[src/rtl/rca_pipe.sv]
// Segmented ripple-carry adder: each stage adds one SEG-bit slice using the carry registered by the previous stage.
// Latency: WIDTH/SEG cycles from acceptance to out_valid; one beat per cycle sustained.
// Backpressure: per-stage valid/ready with bubble collapse; in_ready drops only when every stage is full.
// Optional subtract mode: define RCA_PIPE_SUB_EN to add port sub (sub=1 gives A + ~B + 1, cin ignored).
module rca_pipe #(
    parameter int WIDTH = 32,
    parameter int SEG   = 8
) (
    input  logic             clk,
    input  logic             rst_n,
    input  logic             in_valid,
    output logic             in_ready,
    input  logic [WIDTH-1:0] A,
    input  logic [WIDTH-1:0] B,
    input  logic             cin,
`ifdef RCA_PIPE_SUB_EN
    input  logic             sub,
`endif
    output logic             out_valid,
    input  logic             out_ready,
    output logic [WIDTH-1:0] sum,
    output logic             cout,
    output logic             ovf
);

    localparam int STAGES = WIDTH / SEG;

    // Refuse geometries where the operand cannot be split into whole segments.
    generate
        if (SEG < 1 || WIDTH < SEG || (WIDTH % SEG) != 0) begin : g_bad_cfg
            $error("rca_pipe: WIDTH must be a positive multiple of SEG");
        end
    endgenerate

    // Per-stage state: valid, operands travelling with the beat, partial sum, segment carry.
    logic [STAGES-1:0] v_q, v_d;
    logic [STAGES-1:0] c_q, c_d;
    logic [WIDTH-1:0]  a_q [STAGES];
    logic [WIDTH-1:0]  a_d [STAGES];
    logic [WIDTH-1:0]  b_q [STAGES];
    logic [WIDTH-1:0]  b_d [STAGES];
    logic [WIDTH-1:0]  s_q [STAGES];
    logic [WIDTH-1:0]  s_d [STAGES];
    logic              ovf_q, ovf_d;

    // Upstream view of each stage (stage 0 sees the input port).
    logic [STAGES-1:0] up_v;
    logic [STAGES-1:0] up_c;
    logic [WIDTH-1:0]  up_a [STAGES];
    logic [WIDTH-1:0]  up_b [STAGES];
    logic [WIDTH-1:0]  up_s [STAGES];

    logic [STAGES-1:0] rdy;
    logic [WIDTH-1:0]  b_in;
    logic              c_in;

`ifdef RCA_PIPE_SUB_EN
    // Subtract is folded into the operand before stage 0 so the pipeline itself stays add-only.
    assign b_in = sub ? ~B : B;
    assign c_in = sub ? 1'b1 : cin;
`else
    assign b_in = B;
    assign c_in = cin;
`endif

    // Ready ripples back from the output: a stage can take a beat if it is empty or its successor can.
    always_comb begin
        logic chain;
        chain = out_ready;
        rdy   = '0;
        for (int k = STAGES - 1; k >= 0; k--) begin
            chain  = !v_q[k] || chain;
            rdy[k] = chain;
        end
    end

    // Reset also blocks acceptance so no beat is taken while rst_n is low.
    assign in_ready = rdy[0] & rst_n;

    // Route each stage's upstream source: input port for stage 0, previous stage otherwise.
    always_comb begin
        up_v[0] = in_valid;
        up_c[0] = c_in;
        up_a[0] = A;
        up_b[0] = b_in;
        up_s[0] = '0;
        for (int k = 1; k < STAGES; k++) begin
            up_v[k] = v_q[k-1];
            up_c[k] = c_q[k-1];
            up_a[k] = a_q[k-1];
            up_b[k] = b_q[k-1];
            up_s[k] = s_q[k-1];
        end
    end

    // Stage k adds slice k and inserts it into the skewed partial sum; overflow is formed in the last stage.
    always_comb begin
        logic [SEG:0] seg;
        ovf_d = ovf_q;
        for (int k = 0; k < STAGES; k++) begin
            v_d[k] = v_q[k];
            c_d[k] = c_q[k];
            a_d[k] = a_q[k];
            b_d[k] = b_q[k];
            s_d[k] = s_q[k];
            seg = {1'b0, up_a[k][k*SEG +: SEG]} + {1'b0, up_b[k][k*SEG +: SEG]}
                + {{SEG{1'b0}}, up_c[k]};
            if (rdy[k]) begin
                v_d[k] = up_v[k];
                c_d[k] = seg[SEG];
                a_d[k] = up_a[k];
                b_d[k] = up_b[k];
                s_d[k] = up_s[k];
                s_d[k][k*SEG +: SEG] = seg[SEG-1:0];
                if (k == STAGES - 1) begin
                    // Carry into the MSB is recovered as a ^ b ^ sum at that bit.
                    ovf_d = up_a[k][WIDTH-1] ^ up_b[k][WIDTH-1] ^ seg[SEG-1] ^ seg[SEG];
                end
            end
        end
    end

    // Pipeline registers; reset discards every in-flight beat immediately.
    always_ff @(posedge clk or negedge rst_n) begin
        if (!rst_n) begin
            v_q   <= '0;
            c_q   <= '0;
            ovf_q <= 1'b0;
            for (int k = 0; k < STAGES; k++) begin
                a_q[k] <= '0;
                b_q[k] <= '0;
                s_q[k] <= '0;
            end
        end else begin
            v_q   <= v_d;
            c_q   <= c_d;
            ovf_q <= ovf_d;
            for (int k = 0; k < STAGES; k++) begin
                a_q[k] <= a_d[k];
                b_q[k] <= b_d[k];
                s_q[k] <= s_d[k];
            end
        end
    end

    assign out_valid = v_q[STAGES-1];
    assign sum       = s_q[STAGES-1];
    assign cout      = c_q[STAGES-1];
    assign ovf       = ovf_q;

endmodule

[config.mk]
export PLATFORM = sky130hd
export DESIGN_NAME = rca_pipe
export DESIGN_NICKNAME = d
export VERILOG_FILES = /design/src/rtl/rca_pipe.sv
export SDC_FILE = /design/constraint.sdc
export NUM_CORES = 1
export LEC_CHECK = 0
export BUFFER_PORTS_ARGS = -buffer_cell sky130_fd_sc_hd__buf_2
export CORE_ASPECT_RATIO = 0.75
export CORE_MARGIN = 3
export CORE_UTILIZATION = 48
export DETAILED_ROUTE_END_ITERATION = 12
export PLACE_DENSITY = 0.68
export SKIP_CTS_REPAIR_TIMING = 1
export SLEW_MARGIN = 20
export SYNTH_ARGS = -nofsm -noshare
export SYNTH_HDL_FRONTEND = slang
export SYNTH_SLANG_ARGS = --single-unit
[constraint.sdc]
create_clock -name clk -period 2.61 [get_ports clk]
set_input_delay 0.261 -clock clk [delete_from_list [all_inputs] [get_ports clk]]
set_output_delay 0.261 -clock clk [all_outputs]
set_load 0.02 [all_outputs]
; Word-level counts from Yosys, hierarchy flattened
; Index checks and enable logic that the tools add are counted.
[classes]
add_sub_neg = 8
bitwise_logic = 4
n_reduce_logical = 8
[op_table]
columns = cell, n
row1 = 8-bit by 8-bit adder with 9-bit output, 4
row2 = 9-bit by 1-bit adder with 9-bit output, 4
row3 = 1-bit logical NOT, 4
row4 = 1-bit logical OR, 4
row5 = 1-bit XOR, 3
row6 = 1-bit bitwise AND, 1
[word_totals]
ff_bits = 281
input_bits = 69
output_inout_bits = 36
elab_cells = 39

; Depth between registers and ports, before layout
[logic_depth]
depth_word = 6
depth_mapped = 8

; Worst setup path before layout
; OpenSTA, ideal clock, no wires.
[synth_timing]
kind = register to register
startpoint = reg c_q[1]
endpoint = reg c_q[2]
setup_ns = 0.129
arrival_time_ns = 2.099
t_required_ns = 2.481
setup_slack_ns = 0.381
stages_incl_launch_ff = 8
path_buffers = 0
path_cell_list = dfrtp_1 fa_1 fa_1 a21o_1 a21oi_1 nand2b_1 a21oi_1 o41a_1
[synth_via]
elab_chain_len = 1
[synth_rtl]
columns = element, line_no
row1 = "start, declared", 37  ; logic [STAGES-1:0] c_q, c_d;
row2 = "start signal, assigned", 127  ; c_q <= '0;
row3 = "start signal, assigned", 136  ; c_q <= c_d;
row4 = 9-bit by 1-bit adder with 9-bit output, 107  ; + {{SEG{1'b0}}, up_c[k]};
; Every way passes these cells.
; A chain may end at the register's enable or synchronous reset.

; Worst setup path after layout
; Ends and elaborated chain as after synthesis.

==> flow_summary.toml <==
[floorplanning]
die-area_um2 = 19530
start_util = 0.4992
num_rows = 41
fp.dieH_um = 121.8
ios = 105
die_x_um = 160.4
core_um2 = 17190

[timing]
min_period_over_period = 0.9224
setup_tns_ps = 0
maxSlewViolCount = 0
rsz0062_at_grt = "false"
period_needed_ps = 2408
max_freq_ghz = 0.4154
report.final.hold_viol_count = 0
finalClockSkew_ps = 13.99
slew_headroom = 0.6288
setup_violations = 0
tightest_slew_ps = 556.8

[clocking]
cts_tree = "built"
clock_sinks = 185
worstSkewPairLatency_ps = 430
cts_buffers = 17
htreeDepth = 4
cts.clk_slew.worst_paths_ps = 70
root_buffer = "clkbuf_16"
cts_buffer_depth = 2

[placement]
detailed_place_hpwl_mm = 11.95
place.gp.congestion = 0.8251
io_buffers = 104

[final_layout]
utilization = 0.5628
multi_input_area_um2 = 3443
layout.nets = 1013
fill_cells = 1515
area_growth_pct = 12.75
insertedDiodeCount = 0
seq_area_um2 = 4629
drive_gt1_frac = 0.2204

[job]
max-cap-violations = 0

[logic_synthesis]
syn_nets = 945
synth_seq_cells = 185
yosys_warnings = 0
yosysTopAreaCellShare = 0.5397
syn-instance-count = 840
synth.distinct_cells = 48
async_flop_share = 1.000
seq_area_frac_synth = 0.5397
synth_area_leaders = "dfrtp_1 (54%), nand2_1 (14%), mux2_4 (7.0%), ha_1 (4.1%), buf_4 (2.8%)"
synth_common_cells = "nand2_1 (331), dfrtp_1 (185), mux2_4 (40)"
syn_area_per_cell_um2 = 10.21
synth_edf_count = 0
synthFlopType = "dfrtp_1"
synth_area_um2 = 8578
synth_top_area_cell = "dfrtp_1"
yosysMostFrequentCell = "nand2_1"

[detailed_routing]
wl_mm = 16.96
via_count = 5659
vias_per_cell = 4.891
final_antenna_net_count = 0
wire_per_inst_um = 14.66
drc = 0
drt_first_pass_iters = 4
drtIter0Drc = 305

[worst_setup_path]
startpoint_type = "register"
crit_path_max_fanout = 3
cpPeakStageDelay_ps = 480
crit_chain = "fa_1 -> fa_1 -> a21o_1 -> a21oi_1 -> nand2b_1 -> a21oi_1 -> o41a_1"
reg2reg_depth = 7
crit_type = "reg2reg"
r2r_start = "c_q[1]"
r2r_end = "c_q[2]"
critPathCapture = "c_q[2]"
regToRegSetupSlack_ps = 200
crit_required_ps = 2920
path_delay_family = "adder cells"
crit_slowest_cell = "fa_1"
crit_buf_inv = 0
end_kind = "register"
path_depth = 7
crit_start = "c_q[1]"
worstPathArrival_ps = 2720

[status]
status = "finished clean"

[grt]
grt_pass1_wl_mm = 27.84
grt_max_degree = 107
groute.usage.overall = 0.1808
grt_pass1_vias = 5339
antenna_found_initial = 0
grt_overflow = 0

[pwr]
powerDensity_nw_per_um2 = 935.4
max-vdd-ir-drop_v = 0.0004560
report.power.total_uw = 9047
power.leakage_uw = 0.004893

[min_path]
worstHoldPathType = "in2reg"
## worst register-to-register path: stages (launching register included)
cell and delay (ps):
dfrtp_1 410, fa_1 480, fa_1 430, a21o_1 170, a21oi_1 250, nand2b_1 170
a21oi_1 80, o41a_1 310
## cell type report
cell class,count,area share
tap,236,0.03053
clock inverter,10,0.01449
multi-input combinational,576,0.3560
sequential,185,0.4787
clock buffer,22,0.05006
inverter,12,0.004657
timing repair buffer,116,0.06559
## metal layers
metal | track usage | part of all wire | up-vias
li1 | - | - | 2846
met1 | 0.2932 | 0.56 | 2693
met2 | 0.2335 | 0.39 | 107
met3 | 0.05031 | 0.045 | 13
met4 | 0.04770 | 0.0080 | 0
met5 | 0 | 0 | -
## report_power, final
part	switching (uW)	leakage [uW]	internal [uW]	total (uW)
Combinational	1390	0.00240	946	2340
Clock	1080	0.000299	1610	2690
Sequential	448	0.00220	3570	4020
Total	2920	0.00489	6130	9050
## placed cells by master, fill, tap and decap left out, drive strengths merged, types with 7 or more instances in the layout
cell	Yosys	final
a21oi	23	23
buf	44	114
clkbuf	23	23
dfrtp	185	185
fa	8	8
ha	28	28
inv	12	13
mux2	50	50
nand2	332	332
nor2	20	20
nor3	7	7
o21ai	31	31
xnor2	8	8
xor2	9	9
## logic make-up after synthesis
group                    after synthesis  share of synthesized area
AO/OA/AOI/OAI                         87                    0.06112
XOR/XNOR                              17                    0.01736
adder cells (fa/ha/maj)               36                    0.05951
buffers and inverters                 79                    0.05936
flip-flops                           185                     0.5397
multiplexers                          51                    0.08431
AND/OR/NAND/NOR                      385                     0.1787
## state kept, by name (all words and copies together), names as in the netlist
signal and count:
a_q 48, b_q 48, c_q 4, ovf 1, s_q 48, sum 32, v_q 4
## stage by stage
step	std cells	setup slack (ps)	hold slack, ps	instance area (um^2)
after floorplan	840	381.5	-34.59	8578
after global placement	1124	270.0	173.3	9037
after detailed placement	1124	195.7	171.6	9037
after CTS	1156	194.3	-283.1	9662
after global routing	1157	85.04	35.99	9672
final	1157	202.4	52.75	9672
## worst min-delay path by stage
stage	depth (start not counted)	end	startpoint	slack, ps
global route	2	a_q[120]	A[24]	40
floorplan	0	a_q[104]	rst_n	-30
global placement	1	sum[18]	rst_n	170
CTS	1	sum[18]	rst_n	-280
finish	2	a_q[109]	A[13]	50
detailed placement	1	sum[18]	rst_n	170
(Power assumes the default switching activity.)
